$ cat config.mk
export PLATFORM = sky130hd
export DESIGN_NAME = gaussian_window_filter_flat
export DESIGN_NICKNAME = d
export VERILOG_FILES = /design/src/rtl/gaussian_window_filter_if.sv /design/src/rtl/gaussian_window_filter.sv /design/src/flat_wrapper.sv
export SDC_FILE = /design/constraint.sdc
export NUM_CORES = 2
export LEC_CHECK = 0
export CAP_MARGIN = 10
export CORE_ASPECT_RATIO = 0.9
export CORE_MARGIN = 3
export CORE_UTILIZATION = 28
export CTS_CLUSTER_SIZE = 10
export DETAILED_ROUTE_END_ITERATION = 12
export GPL_ROUTABILITY_DRIVEN = 0
export SLEW_MARGIN = 5
export SYNTH_ARGS = -nofsm -noshare
export SYNTH_HDL_FRONTEND = slang
export SYNTH_SLANG_ARGS = --single-unit
$ cat constraint.sdc
create_clock -name clk -period 25 [get_ports clk]
set_input_delay 3.75 -clock clk [delete_from_list [all_inputs] [get_ports clk]]
set_output_delay 3.75 -clock clk [all_outputs]
set_load 0.1 [all_outputs]
$ cat src/rtl/gaussian_window_filter_if.sv
// rtl/gaussian_window_filter_if.sv - row-stream input and filtered-pixel output bundle
interface gaussian_window_filter_if #(
  parameter int CH_W     = 8,
  parameter int CHANNELS = 3
);
  logic                     valid_in;
  logic [1:0]               mode;
  logic [CH_W*CHANNELS-1:0] din1;
  logic [CH_W*CHANNELS-1:0] din2;
  logic [CH_W*CHANNELS-1:0] din3;
  logic [CH_W*CHANNELS-1:0] din4;
  logic [CH_W*CHANNELS-1:0] din5;
  logic [CH_W*CHANNELS-1:0] dout;
  logic                     valid_out;
  logic                     eol_out;

  modport master (
    output valid_in, mode, din1, din2, din3, din4, din5,
    input  dout, valid_out, eol_out
  );

  modport slave (
    input  valid_in, mode, din1, din2, din3, din4, din5,
    output dout, valid_out, eol_out
  );
endinterface

$ cat src/rtl/gaussian_window_filter.sv
// rtl/gaussian_window_filter.sv - 5-row tap window with bypass, 3x3 and 5x5 Gaussian output
module gaussian_window_filter #(
  parameter int CH_W      = 8,
  parameter int CHANNELS  = 3,
  parameter int PIC_WIDTH = 640
) (
  input logic                    clk,
  input logic                    rst,
  gaussian_window_filter_if.slave px
);
  localparam int PW    = CH_W * CHANNELS;
  localparam int SUM_W = CH_W + 9;
  localparam int COL_W = $clog2(PIC_WIDTH);
  localparam logic [COL_W-1:0] LAST_COL = COL_W'(PIC_WIDTH - 1);
  localparam logic [SUM_W:0]   MAX_PIX  = (SUM_W + 1)'((1 << CH_W) - 1);
  localparam logic [SUM_W:0]   RND3     = (SUM_W + 1)'(8);
  localparam logic [SUM_W:0]   RND5     = (SUM_W + 1)'(136);
  localparam logic [SUM_W:0]   DIV5     = (SUM_W + 1)'(273);
  localparam int W3 [9]  = '{1, 2, 1, 2, 4, 2, 1, 2, 1};
  localparam int W5 [25] = '{1, 4, 7, 4, 1, 4, 16, 26, 16, 4, 7, 26, 41, 26, 7,
                             4, 16, 26, 16, 4, 1, 4, 7, 4, 1};

  logic [PW-1:0]    din [5];
  logic [PW-1:0]    tap [5][5];
  logic [COL_W-1:0] col;
  logic [1:0]       mode_r;
  logic [1:0]       mode_eff;
  logic             qualified;
  logic             q_valid, q_eol;
  logic [1:0]       q_mode;
  logic [SUM_W-1:0] sum [CHANNELS];
  logic             s_valid, s_eol;
  logic [1:0]       s_mode;
  logic [SUM_W-1:0] s_sum [CHANNELS];
  logic [SUM_W:0]   acc;
  logic [PW-1:0]    result;

  assign din[0] = px.din1;
  assign din[1] = px.din2;
  assign din[2] = px.din3;
  assign din[3] = px.din4;
  assign din[4] = px.din5;

  // The column-0 beat already runs in the newly sampled mode.
  assign mode_eff = (col == '0) ? px.mode : mode_r;

  always_comb begin
    case (mode_eff)
      2'd1:    qualified = (col >= COL_W'(2));
      2'd2:    qualified = (col >= COL_W'(4));
      default: qualified = 1'b1;
    endcase
  end

  always_ff @(posedge clk) begin
    if (rst) begin
      for (int r = 0; r < 5; r++)
        for (int k = 0; k < 5; k++)
          tap[r][k] <= '0;
      col     <= '0;
      mode_r  <= '0;
      q_valid <= 1'b0;
      q_eol   <= 1'b0;
      q_mode  <= '0;
    end else begin
      q_valid <= px.valid_in && qualified;
      if (px.valid_in) begin
        for (int r = 0; r < 5; r++) begin
          tap[r][0] <= din[r];
          for (int k = 1; k < 5; k++)
            tap[r][k] <= tap[r][k-1];
        end
        col    <= (col == LAST_COL) ? '0 : col + 1'b1;
        mode_r <= mode_eff;
        q_eol  <= (col == LAST_COL);
        q_mode <= mode_eff;
      end
    end
  end

  // tap[r][0] is the newest column, so the window is centred K/2 columns back.
  always_comb begin
    for (int ch = 0; ch < CHANNELS; ch++) begin
      sum[ch] = '0;
      case (q_mode)
        2'd1: begin
          for (int r = 0; r < 3; r++)
            for (int k = 0; k < 3; k++)
              sum[ch] = sum[ch] + SUM_W'(W3[r*3+k]) * SUM_W'(tap[r+1][k][ch*CH_W +: CH_W]);
        end
        2'd2: begin
          for (int r = 0; r < 5; r++)
            for (int k = 0; k < 5; k++)
              sum[ch] = sum[ch] + SUM_W'(W5[r*5+k]) * SUM_W'(tap[r][k][ch*CH_W +: CH_W]);
        end
        default: sum[ch] = SUM_W'(tap[2][0][ch*CH_W +: CH_W]);
      endcase
    end
  end

  always_ff @(posedge clk) begin
    if (rst) begin
      s_valid <= 1'b0;
      s_eol   <= 1'b0;
      s_mode  <= '0;
      for (int ch = 0; ch < CHANNELS; ch++)
        s_sum[ch] <= '0;
    end else begin
      s_valid <= q_valid;
      s_eol   <= q_valid && q_eol;
      s_mode  <= q_mode;
      for (int ch = 0; ch < CHANNELS; ch++)
        s_sum[ch] <= sum[ch];
    end
  end

  always_comb begin
    result = '0;
    acc    = '0;
    for (int ch = 0; ch < CHANNELS; ch++) begin
      case (s_mode)
        2'd1:    acc = ({1'b0, s_sum[ch]} + RND3) >> 4;
        2'd2:    acc = ({1'b0, s_sum[ch]} + RND5) / DIV5;
        default: acc = {1'b0, s_sum[ch]};
      endcase
      result[ch*CH_W +: CH_W] = (acc > MAX_PIX) ? MAX_PIX[CH_W-1:0] : acc[CH_W-1:0];
    end
  end

  always_ff @(posedge clk) begin
    if (rst) begin
      px.dout      <= '0;
      px.valid_out <= 1'b0;
      px.eol_out   <= 1'b0;
    end else begin
      px.valid_out <= s_valid;
      px.eol_out   <= s_eol;
      if (s_valid)
        px.dout <= result;
    end
  end
endmodule

$ cat src/flat_wrapper.sv
// flat-port wrapper written by rule: the top's interface ports become plain ports
module gaussian_window_filter_flat 
#(
  parameter int CH_W      = 8,
  parameter int CHANNELS  = 3,
  parameter int PIC_WIDTH = 640
)
  (clk, rst, px_valid_in, px_mode, px_din1, px_din2, px_din3, px_din4, px_din5, px_dout, px_valid_out, px_eol_out);
  gaussian_window_filter_if #(.CH_W(CH_W), .CHANNELS(CHANNELS)) px_i ();
  input logic clk;
  input logic rst;
  input wire logic [$bits(px_i.valid_in)-1:0] px_valid_in;
  input wire logic [$bits(px_i.mode)-1:0] px_mode;
  input wire logic [$bits(px_i.din1)-1:0] px_din1;
  input wire logic [$bits(px_i.din2)-1:0] px_din2;
  input wire logic [$bits(px_i.din3)-1:0] px_din3;
  input wire logic [$bits(px_i.din4)-1:0] px_din4;
  input wire logic [$bits(px_i.din5)-1:0] px_din5;
  output wire logic [$bits(px_i.dout)-1:0] px_dout;
  output wire logic [$bits(px_i.valid_out)-1:0] px_valid_out;
  output wire logic [$bits(px_i.eol_out)-1:0] px_eol_out;
  assign px_i.valid_in = px_valid_in;
  assign px_i.mode = px_mode;
  assign px_i.din1 = px_din1;
  assign px_i.din2 = px_din2;
  assign px_i.din3 = px_din3;
  assign px_i.din4 = px_din4;
  assign px_i.din5 = px_din5;
  assign px_dout = px_i.dout;
  assign px_valid_out = px_i.valid_out;
  assign px_eol_out = px_i.eol_out;
  gaussian_window_filter #(.CH_W(CH_W), .CHANNELS(CHANNELS), .PIC_WIDTH(PIC_WIDTH)) u_core (.clk(clk), .rst(rst), .px(px_i));
endmodule
==> qor.yml <==
outcome: "finished clean"
placementRows: 176
cpLargestDelayFamily: "compound AO/OA/AOI/OAI gates"
finClkSkew_ns: 0.0877
drc_errors: 0
cp.required_ns: 25.54
final_cell_area_sq_um: 79800
areaGrowthSynthToFinish_pct: 10.7
dieArea_sq_um: 264000
grt_max_degree: 199
vias: 48500
fin_nets: 8494
avgSynthCellArea_sq_um: 10.8
rsz0062_at_grt: "false"
clk_latency_ns: 0.74
cp_max_fo: 17
fmax_mhz: 91.3
die_y_um: 487
wl_per_cell_um: 19.7
cts_resized: 0
start_util_pct: 28.2
grt_use_total_pct: 15.3
async_reset_ff_share_pct: 0
cap_viol_max_count: 0
fin_setup_tns_ns: 0
grt_pass1_vias: 50900
critPathCaptureType: "flip-flop"
period_needed_ns: 10.96
grt-ovfl-total: 0
finalHoldViolCount: 0
critical_path_arrival_ns: 11.49
boundaryPins: 151
max_slew_margin_pct: 14.7
synthCells: 6682
syn_nets: 8418
hold_buffers: 0
seq_area_frac_synth_pct: 27.6
yosysUniqueCellTypes: 147
cts_root_buf: "clkbuf_16"
worst_pin_slew_ns: 1.27
core_sq_um: 256000
hp-class: "reg -> reg"
firstDrtPassIters: 6
dpl-instance-area_sq_um: 77100
setup.worst_path.class: "reg -> reg"
cts_buffers: 88
finalWirelength_mm: 201
crit_buf_inv: 2
path_clk_slew_ns: 0.06
synth_edf_count: 600
cp-start-kind: "flip-flop"
antenna_found_initial: 12
die_w_um: 541
finalCritPeriodShare_pct: 43.8
drtAntennaViolNets: 0
postCtsSetupBuffers: 0
vias_per_cell: 4.76
cpPeakStageDelay_ns: 0.74
numPortBuffers: 150
synth_seq_cells: 695
drive_gt1_share_pct: 4.52
grt_pass1_wl_mm: 311
cts.path.max_buffers: 3
setup_viol: 0
hpwl_mm: 164
timing.hold.ws_ns: 0.457
ys.flop_type: "edfxtp_1"
cts.htree.levels: 3
layout.cells.non_filler: 10200
clkSinkCount: 695
synthesis.area_sq_um: 72100
drtIter0Drc: 4480
critical-path-slowest-cell: "dfxtp_1"
dp_cells: 10100
yosys_warnings: 0
drv_slew: 0
cts_tree: "done"
-- layout make-up --
cell class	instances	area [sq um]
inverter	1335	5020
fill	26100	176000
sequential	695	19900
multi-input combinational	4462	46300
antenna	3	7.51
timing repair buffer	176	1690
clock buffer	114	2320
clock inverter	28	368
tap	3382	4230
-- worst reg2reg max path: cells and delay by family, from the launching register on --
family | cells | cell delay, ns
buffers and inverters | 2 | 0.22
AO/OA/AOI/OAI | 20 | 5.32
XOR/XNOR | 1 | 0.23
adder cells (fa/ha/maj) | 2 | 0.67
AND/OR/NAND/NOR | 10 | 2.67
multiplexers | 3 | 0.92
flip-flops | 1 | 0.74
-- layer usage --
metal / wire [um] / GRT usage, % / share of wire [%] / vias up
li1: - / - / - / 22100
met1: 95400 / 22.6 / 47 / 24700
met2: 88500 / 23.5 / 44 / 1573
met3: 14000 / 2.66 / 6.9 / 203
met4: 3440 / 2.75 / 1.7 / 0
met5: 0 / 0 / 0 / -
-- per-stage QoR --
stage / util [%] / setup slack [ns]
after floorplan: - / 7.81
after global placement: 30.1 / 14.84
after detailed placement: 30.1 / 14.41
after CTS: 31.2 / 14.36
after global routing: 31.2 / 13.35
final: 31.2 / 14.04
-- synthesized netlist by cell type (13+ instances only) --
cell | count | share of area, %
or4_1 | 13 | 0.14
or3_1 | 24 | 0.21
a221oi_1 | 20 | 0.24
ha_1 | 609 | 11
buf_4 | 16 | 0.17
a21oi_1 | 243 | 1.7
and2_1 | 409 | 3.5
o21a_1 | 18 | 0.19
a211oi_1 | 44 | 0.46
or2_2 | 17 | 0.15
fa_1 | 1002 | 28
xor2_1 | 106 | 1.3
nand4_1 | 36 | 0.31
nand2b_1 | 24 | 0.21
o211ai_1 | 32 | 0.33
o21bai_1 | 77 | 0.80
nor2b_1 | 27 | 0.23
and3_1 | 32 | 0.28
and4_1 | 16 | 0.19
edfxtp_1 | 600 | 25
mux2i_1 | 40 | 0.56
a31oi_1 | 32 | 0.28
nor2_1 | 466 | 2.4
nor3_1 | 69 | 0.48
nand3_1 | 74 | 0.51
a21o_1 | 76 | 0.79
dfxtp_1 | 95 | 2.6
buf_2 | 32 | 0.22
a22oi_1 | 43 | 0.45
a221o_1 | 13 | 0.18
mux2_2 | 14 | 0.22
o21ai_0 | 119 | 0.83
nor4_1 | 21 | 0.18
nand2_1 | 178 | 0.93
inv_1 | 1333 | 6.9
clkbuf_1 | 121 | 0.63
o21ai_1 | 23 | 0.16
xnor2_1 | 194 | 2.4
-- kinds of logic (layout without fill, tap and decap cells) --
logic type,count (synthesis),in the layout,share of synthesized area [%]
compound gates,990,990,10.1
xor+xnor,307,307,3.80
fa+ha+maj,1617,1617,38.5
buf+inv,1525,1653,8.21
flops,695,695,27.6
mux,62,62,0.930
other cells,0,3,0
simple gates,1486,1486,10.9
-- path summary, 6_finish.rpt --
check | start | endpoint | slack [ns] | cells after the start
min reg2reg | u_core.q_valid | u_core.s_valid | 0.46 | 1
max | u_core.s_sum[0][20] | u_core.px.dout[8] | 14.04 | 38
max reg2reg | u_core.s_sum[0][20] | u_core.px.dout[8] | 14.04 | 38
min | u_core.q_valid | u_core.s_valid | 0.46 | 1
-- sequential cells by signal, summed over array words and instances (netlist names) --
signal / count
u_core.col: 10
u_core.mode_r: 2
u_core.px.dout: 24
u_core.px.eol_out: 1
u_core.px.valid_out: 1
u_core.q_eol: 1
u_core.q_valid: 1
u_core.s_eol: 1
u_core.s_mode: 2
u_core.s_sum: 51
u_core.s_valid: 1
u_core.tap: 600
-- cell usage in the layout (no fill, tap or decap), drive strengths merged, types with 21 or more instances in the layout --
master | Yosys | routed
clkbuf | 125 | 114
a211oi | 50 | 50
edfxtp | 600 | 600
nand4 | 37 | 37
a31oi | 37 | 37
inv | 1333 | 1337
nor3 | 73 | 73
and3 | 32 | 32
ha | 609 | 609
a22oi | 44 | 44
xor2 | 108 | 108
xnor2 | 199 | 199
dfxtp | 95 | 95
a21oi | 253 | 253
fa | 1002 | 1002
a21o | 79 | 79
o21ai | 144 | 144
or3 | 24 | 24
clkinv | 2 | 21
nand2b | 25 | 25
a221oi | 22 | 22
and2 | 412 | 412
clkdlybuf4s50 | 0 | 139
nand3 | 76 | 76
nor2b | 27 | 27
nand2 | 178 | 178
nor4 | 30 | 30
buf | 64 | 37
or2 | 27 | 27
mux2i | 44 | 44
nor2 | 471 | 471
o211ai | 36 | 36
o21bai | 78 | 78
Power is left out: the tool's default activity adds up to more than one toggle a clock period on the data nets, which glitch-free logic cannot reach.
